### src/rtl/inv_mix_columns_seq.sv
//------------------------------------------------------------------------------
// inv_mix_columns_seq
//
// Sequential AES InvMixColumns stage for the decryption round. It sits between
// InvShiftRows/InvSubBytes and AddRoundKey. One 128-bit state is accepted
// through a valid/ready handshake and copied into a working register. The
// columns are then transformed in place, COLS_PER_CYCLE columns per clock, and
// the result is offered through an output valid/ready handshake.
//
// Byte layout (for both din and dout):
//   column k = [32k+31:32k]
//   row 0    = [32k+31:32k+24]
//   row 3    = [32k+7:32k]
//
// Parameters
//   COLS_PER_CYCLE : columns transformed per CALC cycle. Legal values are 1, 2
//                    and 4; any other value stops elaboration.
//
// Ports
//   i_clk       : rising-edge clock
//   i_rst_n     : asynchronous active-low reset
//   i_in_valid  : i_din carries a state to transform
//   o_in_ready  : block can accept a state (high only in IDLE)
//   i_din       : input state
//   o_out_valid : o_dout holds a completed result
//   i_out_ready : downstream accepts o_dout
//   o_dout      : transformed state, driven straight from the working register
//   o_busy      : high while in CALC or DONE
//------------------------------------------------------------------------------
module inv_mix_columns_seq #(
   parameter int COLS_PER_CYCLE = 1
) (
   input  logic         i_clk,
   input  logic         i_rst_n,
   input  logic         i_in_valid,
   output logic         o_in_ready,
   input  logic [127:0] i_din,
   output logic         o_out_valid,
   input  logic         i_out_ready,
   output logic [127:0] o_dout,
   output logic         o_busy
);

   // Reject unsupported column rates at elaboration time.
   generate
      if ((COLS_PER_CYCLE != 1) && (COLS_PER_CYCLE != 2) && (COLS_PER_CYCLE != 4)) begin : g_bad_cols_per_cycle
         $error("inv_mix_columns_seq: COLS_PER_CYCLE must be 1, 2 or 4");
      end
   endgenerate

   // The column counter is 2 bits wide, so the step wraps naturally. With
   // four columns per cycle the step is 0 and the counter stays at 0.
   localparam logic [1:0] COL_STEP     = 2'(COLS_PER_CYCLE);
   localparam logic [1:0] LAST_COL_CNT = 2'(4 - COLS_PER_CYCLE);

   typedef enum logic [1:0] {
      ST_IDLE = 2'd0,
      ST_CALC = 2'd1,
      ST_DONE = 2'd2
   } state_t;

   state_t       r_state;
   logic [1:0]   r_col_cnt;
   logic [127:0] r_work;
   logic         r_in_ready;
   logic         r_out_valid;
   logic         r_busy;

   logic [127:0] w_work_next;
   logic [1:0]   w_col_idx;

   //---------------------------------------------------------------------------
   // GF(2^8) helpers, using the reduction polynomial 0x11B. Every product is
   // built from one xtime chain (x2, x4, x8) of the input byte.
   //---------------------------------------------------------------------------
   function automatic logic [7:0] xtime(input logic [7:0] b);
      return {b[6:0], 1'b0} ^ (b[7] ? 8'h1B : 8'h00);
   endfunction

   function automatic logic [31:0] inv_mix_col(input logic [31:0] col);
      logic [7:0] a   [4];
      logic [7:0] x2  [4];
      logic [7:0] x4  [4];
      logic [7:0] x8  [4];
      logic [7:0] m09 [4];
      logic [7:0] m0b [4];
      logic [7:0] m0d [4];
      logic [7:0] m0e [4];
      logic [7:0] r   [4];
      for (int i = 0; i < 4; i++) begin
         a[i]   = col[31-8*i -: 8];
         x2[i]  = xtime(a[i]);
         x4[i]  = xtime(x2[i]);
         x8[i]  = xtime(x4[i]);
         m09[i] = x8[i] ^ a[i];
         m0b[i] = x8[i] ^ x2[i] ^ a[i];
         m0d[i] = x8[i] ^ x4[i] ^ a[i];
         m0e[i] = x8[i] ^ x4[i] ^ x2[i];
      end
      r[0] = m0e[0] ^ m0b[1] ^ m0d[2] ^ m09[3];
      r[1] = m09[0] ^ m0e[1] ^ m0b[2] ^ m0d[3];
      r[2] = m0d[0] ^ m09[1] ^ m0e[2] ^ m0b[3];
      r[3] = m0b[0] ^ m0d[1] ^ m09[2] ^ m0e[3];
      return {r[0], r[1], r[2], r[3]};
   endfunction

   // Next working-register value: transform the columns selected by the
   // counter and leave the other columns untouched. The counter is always a
   // multiple of COLS_PER_CYCLE, so the selected index never passes column 3.
   always_comb begin
      w_work_next = r_work;
      w_col_idx   = 2'd0;
      for (int j = 0; j < COLS_PER_CYCLE; j++) begin
         w_col_idx = r_col_cnt + 2'(j);
         w_work_next[32*w_col_idx +: 32] = inv_mix_col(r_work[32*w_col_idx +: 32]);
      end
   end

   // Control FSM, working register and registered handshake outputs.
   always_ff @(posedge i_clk or negedge i_rst_n) begin
      if (!i_rst_n) begin
         r_state     <= ST_IDLE;
         r_col_cnt   <= 2'd0;
         r_work      <= 128'd0;
         r_in_ready  <= 1'b1;
         r_out_valid <= 1'b0;
         r_busy      <= 1'b0;
      end else begin
         case (r_state)
            ST_IDLE: begin
               if (i_in_valid && r_in_ready) begin
                  r_work     <= i_din;
                  r_col_cnt  <= 2'd0;
                  r_state    <= ST_CALC;
                  r_in_ready <= 1'b0;
                  r_busy     <= 1'b1;
               end else begin
                  r_state <= ST_IDLE;
               end
            end
            ST_CALC: begin
               r_work <= w_work_next;
               if (r_col_cnt == LAST_COL_CNT) begin
                  // Column 3 is written in this cycle.
                  r_col_cnt   <= 2'd0;
                  r_state     <= ST_DONE;
                  r_out_valid <= 1'b1;
               end else begin
                  r_col_cnt <= r_col_cnt + COL_STEP;
               end
            end
            ST_DONE: begin
               if (i_out_ready) begin
                  r_state     <= ST_IDLE;
                  r_out_valid <= 1'b0;
                  r_in_ready  <= 1'b1;
                  r_busy      <= 1'b0;
               end else begin
                  r_state <= ST_DONE;
               end
            end
            default: begin
               // An unreachable encoding recovers to IDLE and drops the block.
               r_state     <= ST_IDLE;
               r_col_cnt   <= 2'd0;
               r_in_ready  <= 1'b1;
               r_out_valid <= 1'b0;
               r_busy      <= 1'b0;
            end
         endcase
      end
   end

   assign o_in_ready  = r_in_ready;
   assign o_out_valid = r_out_valid;
   assign o_busy      = r_busy;
   assign o_dout      = r_work;

endmodule

### config.mk
export PLATFORM = sky130hd
export DESIGN_NAME = inv_mix_columns_seq
export DESIGN_NICKNAME = d
export VERILOG_FILES = /design/src/rtl/inv_mix_columns_seq.sv
export SDC_FILE = /design/constraint.sdc
export NUM_CORES = 1
export LEC_CHECK = 0
export CORE_UTILIZATION = 50
export CTS_BUF_LIST = sky130_fd_sc_hd__clkbuf_4 sky130_fd_sc_hd__clkbuf_8
export DETAILED_ROUTE_END_ITERATION = 6
export PLACE_DENSITY_LB_ADDON = 0.1
export SLEW_MARGIN = 20
export SYNTH_ARGS = -nofsm -noshare
export SYNTH_HDL_FRONTEND = slang
export SYNTH_SLANG_ARGS = --single-unit
### constraint.sdc
create_clock -name i_clk -period 3.9 [get_ports i_clk]
set_input_delay 0.78 -clock i_clk [delete_from_list [all_inputs] [get_ports i_clk]]
set_output_delay 0.78 -clock i_clk [all_outputs]
set_load 0.02 [all_outputs]
======== After elaboration in Yosys (flattened, before gate mapping) ========
Index checks and enable logic that the tools add are counted.
operators by class
  muxes and demuxes ....................... 30
  bitwise operators ....................... 51
  equal/unequal tests ..................... 6
  add/sub/neg operators ................... 2
  reduce and logical (&&, ||, !) cells .... 7
  shift-type cells ........................ 3
operator list
  cell                         number
  $xor A8 B8 Y8                36
  $pmux W128 S2                1
  $bwmux W128                  1
  $mux W128                    1
  $shift A32 B34 Y128 const A  1
  $shiftx A128 B8 Y32          1
  $shiftx A32 B34 Y128         1
  $xor A8 B5 Y8                12
  $mux W5                      12
  $neg A7 Y34                  1
  $pmux W2 S3                  2
  $pmux W1 S3                  3
  $mux W2                      4
  $mux W1                      6
  $ne A2 B2 Y1 const B         3
  $reduce_and A3 Y1            2
  $eq A2 B2 Y1 const B         2
  $reduce_and A2 Y1            2
  $not A1 Y1                   3
  $add A2 B1 Y2 const B        1
  $eq A2 B1 Y1 const B         1
  $logic_not A2 Y1             1
  $reduce_bool A2 Y1           1
  $logic_and A1 B1 Y1          1
word-level totals
  register bits ........................... 135
  input port bits ......................... 132
  output and inout port bits .............. 131
  logic and storage cells ................. 105

======== Logic depth before layout (Yosys ltp) ========
Gate-level depths: netlist (run 1).
  depth after elaboration ................. 15
  gate-level depth with buffers ........... 11
  gate-level depth less buffers ........... 7

======== Worst setup path before layout (run 1) ========
No wires, ideal clock.
  path type ............................... flip-flop to flip-flop
  start ................................... reg r_col_cnt[0]
  end ..................................... reg r_work[125] (netlist: o_dout[125])
  stages on the path, launching flop included .. 11
  data required time ...................... 3.776 ns
  data arrival time ....................... 3.069 ns
  path buffers ............................ 3
  path slack .............................. 0.707 ns
  clock period less this slack ............ 3.193 ns
  library setup time ...................... 0.124 ns
  cells stage by stage .................... dfrtp_1 > buf_6 > buf_12 > mux4_2 > buf_4 > xor2_1 > xnor2_1 > xnor3_2 > xnor3_2 > a221oi_2 > nor2_1
on the way
  cells in the longest elaborated chain, start to end .. 13
  elaborated cells on any way between the ends .. 66
  those cells by class .................... add/sub (1); shift (3); mux (14); bitwise (48)
ends and longest elaborated chain
  item                                                   line        source
  from (decl)                                            63          logic [1:0] r_col_cnt;
  from (signal assigned)                                 149         r_col_cnt <= r_col_cnt + COL_STEP;
  $shiftx A128 B8 Y32                                    115         w_work_next[32*w_col_idx +: 32] = inv_mix_col(r_work[32*w_col_idx +: 32]);
  $xor A8 B5 Y8 or $mux W5 (tied branches) (2 in a row)  77          return {b[6:0], 1'b0} ^ (b[7] ? 8'h1B : 8'h00);
  $mux W5 or $xor A8 B5 Y8 (tied branches)               77
  $xor A8 B5 Y8                                          77
  $xor A8 B8 Y8, on equally long branches (2 in a row)   96, 97, 98
  $xor A8 B8 Y8, on equally long branches (3 in a row)   -
  $shiftx A32 B34 Y128                                   115
  $bwmux W128 (*)                                        115
  $pmux W128 S2 (*)                                      129         case (r_state)
  to (signal assigned)                                   132         r_work <= i_din;
  to (signal assigned)                                   142         r_work <= w_work_next;
  to (decl)                                              64          logic [127:0] r_work;
Mark *: on every way between the ends. The rest lies on a longest branch, timed or not.
A chain may end at the register's enable or synchronous reset.

======== Final worst setup path (run 1) ========
  start ................................... reg r_col_cnt[0]
  end ..................................... reg r_work[13] (netlist: o_dout[13])
Same word-level chain as after synthesis.

==> impl_metrics.toml, run 1 <==
[cts]
cts.clk_slew.worst_paths_ns = 0.09
clock_sinks = 135
post_cts_buffers = 0
cts_buffer_depth = 2
cts_made_buffers = 17
clock_latency_ns = 0.47
h-tree-depth = 4
ctsRootBufferMaster = "clkbuf_8"
cts_tree = "yes"

[cells_and_area]
layout.nets = 1265
multi_input_area_um2 = 5500
regArea_um2 = 3383
drive_above_1_share = 0.1340
layout_common_cells = "261 x clkdlybuf4s50_1, 229 x nor2_1, 133 x dfrtp_1"
fill_cells = 1395
fin_area_um2 = 12630
layout_commonest_cell = "clkdlybuf4s50_1"
num_antenna_cells = 0
syn2layout_area_growth_pct = 37.48

[die]
coreArea_um2 = 17960
ios = 263
die_h_um = 137.5
start_util = 0.5114
die_x_um = 137.5
row_count = 49
dieArea_um2 = 18920

[sta]
skew_ns = 0.01395
max-slew-margin-rel = 0.3837
hold_viol_final = 0
worstMarginPinSlew_ns = 0.9244
fin_crit_ns = 3.725
rsz0062_at_grt = "no"
setup_viol = 0
setup_tns_ns = 0
fmax_ghz = 0.2685
period_share = 0.9551
drv_slew = 0

[global_route]
grt_pass1_vias = 8343
grt_max_degree = 109
overflow = 0
grt_pass1_wl_um = 48980
antenna_found_initial = 0
track_usage = 0.3565

[routing]
vias = 8492
wl_per_cell_um = 23.76
ant_nets = 0
drt_iter0_markers = 634
drc_errors = 0
dr.pass1.iters = 5
routed_via_density = 6.194
finalWirelength_um = 32580

[placement]
gp_congestion = 0.9915
numPortBuffers = 262
placed_area_um2 = 12200
dp_hpwl_um = 23610

[job]
cap_violations = 0

[setup_path]
cp_max_fo = 22
cp_data_arrival_time_ns = 4.07
crit_family = "XOR/XNOR gates"
crit_type = "reg2reg"
path_buf_inv = 1
max_stage_delay_ns = 0.80
cp_slowest_cell = "mux4_1"
end_kind = "register"
startpoint_type = "register"
timing.critical_path.cells = "buf_12 -> mux4_1 -> xnor2_2 -> xnor3_1 -> xnor2_2 -> xnor3_1 -> a221oi_1 -> nor2_1"
worstPathRequired_ns = 4.24

[yosys]
synth-edff-count = 0
ys_warn_count = 0
syn_inst = 871
avgSynthCellArea_um2 = 10.55
ys_ff_latch = 135
yosys_most_used_dff = "dfrtp_1"
async_flop_share = 1.000
netlist_area_um2 = 9186
synth.distinct_cells = 40
synth_nets = 1007
seq_area_frac_synth = 0.3679

[outcome]
status = "finished, final reports clean"

[worst_hold_path]
hp-class = "in2async"
## state kept, by name, summed over array words and instances, names as in the netlist
name and cells:
o_in_ready 1, o_out_valid 1, r_state 2, o_dout 128
r_col_cnt 2, o_busy 1
## metal layers
layer	wire length [µm]	share of wire	GRT usage	up-vias
li1	-	-	-	3645
met1	12770	0.39	0.4825	4148
met2	15300	0.47	0.5639	623
met3	3590	0.11	0.07947	76
met4	918	0.028	0.1233	0
met5	0	0	0	-
## worst paths after layout
kind,startpoint,end,slack [ns],cells after the start
setup / recovery,r_col_cnt[0]$_DFFE_PN0P_,o_dout[13]$_DFFE_PN0P_,0.18,8
hold / removal,i_rst_n,o_dout[113]$_DFFE_PN0P_,0.27,1
setup reg to reg,r_col_cnt[0]$_DFFE_PN0P_,o_dout[13]$_DFFE_PN0P_,0.18,8
hold reg to reg,o_in_ready$_DFFE_PN1P_,o_in_ready$_DFFE_PN1P_,0.53,2
max in group asynchronous,i_rst_n,o_dout[93]$_DFFE_PN0P_,2.63,3
min in group i_clk,o_in_ready$_DFFE_PN1P_,o_in_ready$_DFFE_PN1P_,0.53,2
## logic make-up after synthesis
logic type	after synthesis	synth area share
AND/OR/NAND/NOR	279	0.1203
XOR/XNOR	197	0.2457
AO/OA/AOI/OAI	145	0.1373
flip-flops	135	0.3679
buffers and inverters	79	0.04168
multiplexers	32	0.08172
adder cells (fa/ha/maj)	4	0.005448
## metrics by stage
stage / hold WS [ns] / worst slack, ns / utilization / std cells
after CTS: 0.4928 / 0.1233 / 0.7010 / 1370
after detailed placement: 0.5079 / 0.1883 / 0.6791 / 1338
after floorplan: 0.4844 / 0.7067 / - / 871
after global routing: 0.3047 / 0.05628 / 0.7031 / 1371
final: 0.2743 / 0.1751 / 0.7031 / 1371
after global placement: 0.5106 / 0.2355 / 0.6791 / 1338
## layout make-up
type	instances	area share
inverters	6	0.001783
flip-flops and latches	135	0.2679
clock inverters	14	0.01199
multi-input cells	657	0.4355
well taps	229	0.02269
repair buffers	312	0.2410
clock buffers	18	0.01912
## synthesized netlist by cell type, types with 2 or more instances
cell type,n,share of area
nor2_1,229,0.094
dfrtp_1,134,0.37
xnor2_1,118,0.11
a221oi_1,104,0.099
clkbuf_1,52,0.021
xor2_1,32,0.031
mux4_2,24,0.059
nand2_1,24,0.0098
xnor3_1,20,0.049
xnor2_2,18,0.032
a21oi_1,11,0.0060
buf_2,10,0.0054
and3_1,9,0.0061
a221o_1,8,0.0087
a221oi_2,8,0.013
mux4_1,8,0.023
buf_4,7,0.0057
nand3_1,7,0.0038
o211ai_1,6,0.0049
inv_1,5,0.0020
ha_1,4,0.0054
nor3_1,3,0.0016
o21ai_0,3,0.0016
xnor3_2,3,0.0078
xor2_2,3,0.0053
buf_12,2,0.0044
buf_6,2,0.0025
nand3b_1,2,0.0016
nor2b_1,2,0.0014
o22ai_1,2,0.0014
xnor2_4,2,0.0060
## timing repair
item,CTS,global route
resized for setup,0,2
hold buffers,0,0
hold endpoints to repair,0,0
setup endpoints to repair,0,5
Power of run 1 is not shown: default switching activity piles up to over one toggle a cycle in this logic, so the estimate is an artifact.
==> run 2: changes to the inputs <==
CORE_UTILIZATION = 45   (was 50)
clock period = 3.15 ns   (was 3.9 ns; I/O delays follow)
==> run 2 against run 1 <==
Effect of this change: the run now ends with negative setup slack left; final cell count increased by 11%; clock skew decreased by 0.0019 ns; count of clock-buffer cells in the layout increased by 1; cell area increased by 13%; setup slack got worse by 0.23 ns; register-to-register slack got worse by 0.23 ns; critical endpoint is now o_dout[123]$_DFFE_PN0P_.
==> impl_metrics.toml, run 2 (synthesis gave the netlist of run 1 again) <==
[global_route]
grt_pass1_vias = 8866
antenna_found_initial = 0
grt_max_degree = 65
track_usage = 0.3382
grt_pass1_wl_um = 51540
overflow = 0

[setup_path]
end_kind = "register"
cp_max_fo = 11
startpoint_type = "register"
r2r_cells = 10
crit_type = "reg2reg"
reg2reg_slack_ns = -0.06
cp_data_arrival_time_ns = 3.57
r2r-end = "o_dout[123]$_DFFE_PN0P_"
reg2reg_from = "r_col_cnt[0]$_DFFE_PN0P_"
worstPathRequired_ns = 3.51

[placement]
dp_hpwl_um = 25420
gp_congestion = 0.9487
numPortBuffers = 262

[cts]
postCtsHoldBufs = 0
cts.clk_slew.worst_paths_ns = 0.09
clock_latency_ns = 0.48
cts_tree = "yes"
clock_sinks = 135
cts_buffer_depth = 2
ctsRootBufferMaster = "clkbuf_8"
cts_made_buffers = 17
h-tree-depth = 4

[cells_and_area]
regArea_um2 = 3381
drive_above_1_share = 0.2745
finish.utilization = 0.7209
num_antenna_cells = 0
layout_common_cells = "261 x clkdlybuf4s50_1, 229 x nor2_1, 146 x buf_4"
largest_reg_flops = 128
syn2layout_area_growth_pct = 54.74
layout_commonest_cell = "clkdlybuf4s50_1"
multi_input_area_um2 = 6123
layout.nets = 1376
fill_cells = 1416

[die]
ios = 263
start_util = 0.4659
die_h_um = 144.9
dieArea_um2 = 20990
die_x_um = 144.9
coreArea_um2 = 19720
row_count = 51

[routing]
ant_nets = 0
routed_via_density = 5.818
wl_per_cell_um = 23.07
drt_iter0_markers = 767
finalWirelength_um = 35020
dr.pass1.iters = 5
drc_errors = 0
vias = 8832

[sta]
worstMarginPinSlew_ns = 0.7925
hold_viol_final = 0
max-slew-margin-rel = 0.4717
rsz0062_at_grt = "yes"
period_share = 1.019
setup_viol = 5
fin_crit_ns = 3.209
drv_slew = 0
skew_ns = 0.01208
fmax_ghz = 0.3116
worst_slack_ns = -0.05920

[job]
cap_violations = 0

[outcome]
status = "finished, violations left"
violations = "negative setup slack"

[worst_hold_path]
hp-class = "in2async"
run 2: changes by cell type in the layout (fill, tap and decap cells not counted), sizes merged:
cell | previous run | this run
buf | 51 | 162
clkinv | 5 | 3
inv | 8 | 10
clkbuf | 18 | 19
clkinvlp | 5 | 4
run 2: area by class of cell:
| cell class | instances | share of cell area |
|---|---|---|
| multi-input cells | 657 | 0.4308 |
| repair buffers | 423 | 0.2784 |
| flip-flops and latches | 135 | 0.2378 |
| well taps | 265 | 0.02333 |
| clock buffers | 19 | 0.01796 |
| clock inverters | 13 | 0.01012 |
| inverters | 6 | 0.001584 |
run 2: worst max path at each step:
stage | start | endpoint | slack [ns] | cells after the start
CTS | r_col_cnt[0]$_DFFE_PN0P_ | o_dout[3]$_DFFE_PN0P_ | -0.03 | 9
global route | r_col_cnt[0]$_DFFE_PN0P_ | o_dout[13]$_DFFE_PN0P_ | -0.17 | 10
finish | r_col_cnt[0]$_DFFE_PN0P_ | o_dout[123]$_DFFE_PN0P_ | -0.06 | 10
global placement | r_col_cnt[0]$_DFFE_PN0P_ | o_dout[4]$_DFFE_PN0P_ | -0.15 | 9
floorplan | r_col_cnt[0]$_DFFE_PN0P_ | o_dout[125]$_DFFE_PN0P_ | 0.02 | 10
detailed placement | r_col_cnt[0]$_DFFE_PN0P_ | o_dout[4]$_DFFE_PN0P_ | -0.20 | 9
run 2: through the flow:
step	instance area, µm²	worst slack [ns]	TNS (ns)	hold WS [ns]	instances
floorplan	9194	0.01816	0	0.3344	871
global placement	13020	-0.1464	-3.419	0.5057	1469
detailed placement	13020	-0.2004	-4.984	0.5059	1469
CTS	13630	-0.02892	-0.1141	0.1567	1507
global route	14210	-0.1687	-4.413	0.1725	1518
finish	14210	-0.05920	-0.1943	0.1335	1518
run 2: timing repair:
action / 4_1_cts / 5_1_grt
pin swaps: 14 / 23
resized for setup: 36 / 68
endpoints found under the setup margin: 78 / 102
buffers inserted: 6 / 11
run 2: worst max-delay path: stages, from the launching register on:
cell and delay [ns]:
dfrtp_2 0.43, buf_12 0.16, buf_6 0.13, mux4_2 0.60
xor2_4 0.23, xnor2_2 0.29, xnor3_1 0.50, xor2_1 0.21
buf_4 0.19, a221oi_4 0.26, nor2_1 0.09
run 2: per-layer routing:
metal	vias to the layer above	global-route usage	wire length [µm]	part of all wire
li1	3850	-	-	-
met1	4345	0.4463	13970	0.40
met2	560	0.5445	16850	0.48
met3	77	0.07239	3069	0.088
met4	0	0.1302	1123	0.032
met5	-	0	0	0
Power of run 2 is left out for the same reason.
==> run 3: changes to the inputs <==
CORE_UTILIZATION = 50   (was 45)
clock period = 3.2 ns   (was 3.15 ns; I/O delays follow)
==> run 3 against run 2 <==
Effect of this change: the flow still finishes with violations (negative setup slack); via count is 4.8% higher; clock skew up 0.0025 ns; worst hold slack better by 0.061 ns; setup slack got worse by 0.093 ns; global-route usage is 3.2 points higher; core utilization grew 8.9 points; critical path depth unchanged; register-to-register slack lost 0.09 ns; sequential cell count unchanged; largest cell class unchanged.
==> impl_metrics.toml, run 3 (synthesis gave the netlist of run 1 again) <==
[outcome]
status = "finished, violations left"
violations = "negative setup slack"

[routing]
drt_iter0_markers = 896
routed_via_density = 6.187
ant_nets = 0
dr.pass1.iters = 7
wl_per_cell_um = 24.42
finalWirelength_um = 36530
drc_errors = 0
vias = 9256

[cts]
h-tree-depth = 4
clock_sinks = 135
cts_made_buffers = 17
cts_buffer_depth = 2
cts_tree = "yes"
ctsRootBufferMaster = "clkbuf_8"
cts.clk_slew.worst_paths_ns = 0.08
clock_latency_ns = 0.47

[setup_path]
reg2reg_slack_ns = -0.15
startpoint_type = "register"
worstPathRequired_ns = 3.55
r2r-end = "o_dout[4]$_DFFE_PN0P_"
end_kind = "register"
cp_data_arrival_time_ns = 3.70
r2r_cells = 10
crit_type = "reg2reg"
worstSetupStartpoint = "r_col_cnt[0]$_DFFE_PN0P_"
reg2reg_from = "r_col_cnt[0]$_DFFE_PN0P_"
cp_max_fo = 4

[cells_and_area]
drive_above_1_share = 0.2952
syn2layout_area_growth_pct = 58.46
layout.nets = 1391
finish.utilization = 0.8103
layout_commonest_cell = "clkdlybuf4s50_1"
fin_area_um2 = 14560
layout_common_cells = "261 x clkdlybuf4s50_1, 229 x nor2_1, 153 x buf_4"
largest_reg_flops = 128
num_antenna_cells = 0

[sta]
setup_viol = 23
worstMarginPinSlew_ns = 0.8668
worst_slack_ns = -0.1523
setup_tns_ns = -0.9328
holdWs_ns = 0.1950
fin_crit_ns = 3.352
skew_ns = 0.01462
drv_slew = 0
period_share = 1.048
hold_viol_final = 0
fmax_ghz = 0.2983
rsz0062_at_grt = "yes"
max-slew-margin-rel = 0.4221

[die]
ios = 263
coreArea_um2 = 17960
die_h_um = 137.5
dieArea_um2 = 18920
die_x_um = 137.5
start_util = 0.5114
row_count = 49

[global_route]
grt_pass1_wl_um = 50690
grt_max_degree = 78
antenna_found_initial = 0
grt_pass1_vias = 8864
track_usage = 0.3705
overflow = 0

[placement]
gp_congestion = 0.9937
placed_area_um2 = 12910
numPortBuffers = 262
dp_hpwl_um = 24930

[job]
cap_violations = 0

[worst_hold_path]
hp-class = "in2async"
-- run 3: changes by cell type in the layout (fill, tap and decap cells not counted), moves of 3 or more --
cell	before	now
a221oi_1	81	77
bufinv_16	2	5
inv_6	5	1
buf_6	7	13
xnor2_1	85	78
xnor2_4	10	16
a221oi_2	30	35
buf_4	146	153
-- run 3: layer usage --
| layer | share of wire | track usage | up-vias |
|---|---|---|---|
| li1 | - | - | 3883 |
| met1 | 0.38 | 0.4803 | 4542 |
| met2 | 0.48 | 0.5927 | 703 |
| met3 | 0.10 | 0.08793 | 128 |
| met4 | 0.041 | 0.1581 | 0 |
| met5 | 0 | 0 | - |
-- run 3: per-stage QoR --
step	worst slack (ns)	std cells
finish	-0.1523	1496
global route	-0.1722	1496
CTS	-0.005581	1472
detailed placement	-0.1872	1426
global placement	-0.1765	1426
floorplan	0.006650	871
-- run 3: layout make-up --
type                    instances  area [µm²]
multi-input cells             657        6271
clock buffers                  20       269.0
repair buffers                438        4130
clock inverters                11       196.4
fillers                      1059        3407
inverters                       6       22.52
well taps                     229       286.5
flip-flops and latches        135        3381
-- run 3: worst max path at each step --
stage / to / slack [ns] / depth (start not counted)
floorplan: o_dout[125]$_DFFE_PN0P_ / 0.007 / 10
global placement: o_dout[76]$_DFFE_PN0P_ / -0.18 / 11
detailed placement: o_dout[44]$_DFFE_PN0P_ / -0.19 / 11
CTS: o_dout[21]$_DFFE_PN0P_ / -0.006 / 12
global route: o_dout[35]$_DFFE_PN0P_ / -0.17 / 11
finish: o_dout[4]$_DFFE_PN0P_ / -0.15 / 10
-- run 3: timing repair --
item,in CTS,in global routing
gates cloned,1,0
gates resized for setup,46,86
hold buffers,0,0
setup endpoints to repair,77,95
pin swaps,18,50
buffers inserted,14,27
-- run 3: worst max-delay path, cell delays in order, from the launching register on --
cell and delay (ns):
dfrtp_2 0.44, buf_12 0.14, buf_12 0.12, buf_6 0.11
mux4_2 0.45, xnor3_2 0.47, xnor3_1 0.49, buf_4 0.14
xnor3_2 0.47, a221oi_2 0.30, nor2_1 0.10
Power of run 3 is left out for the same reason.
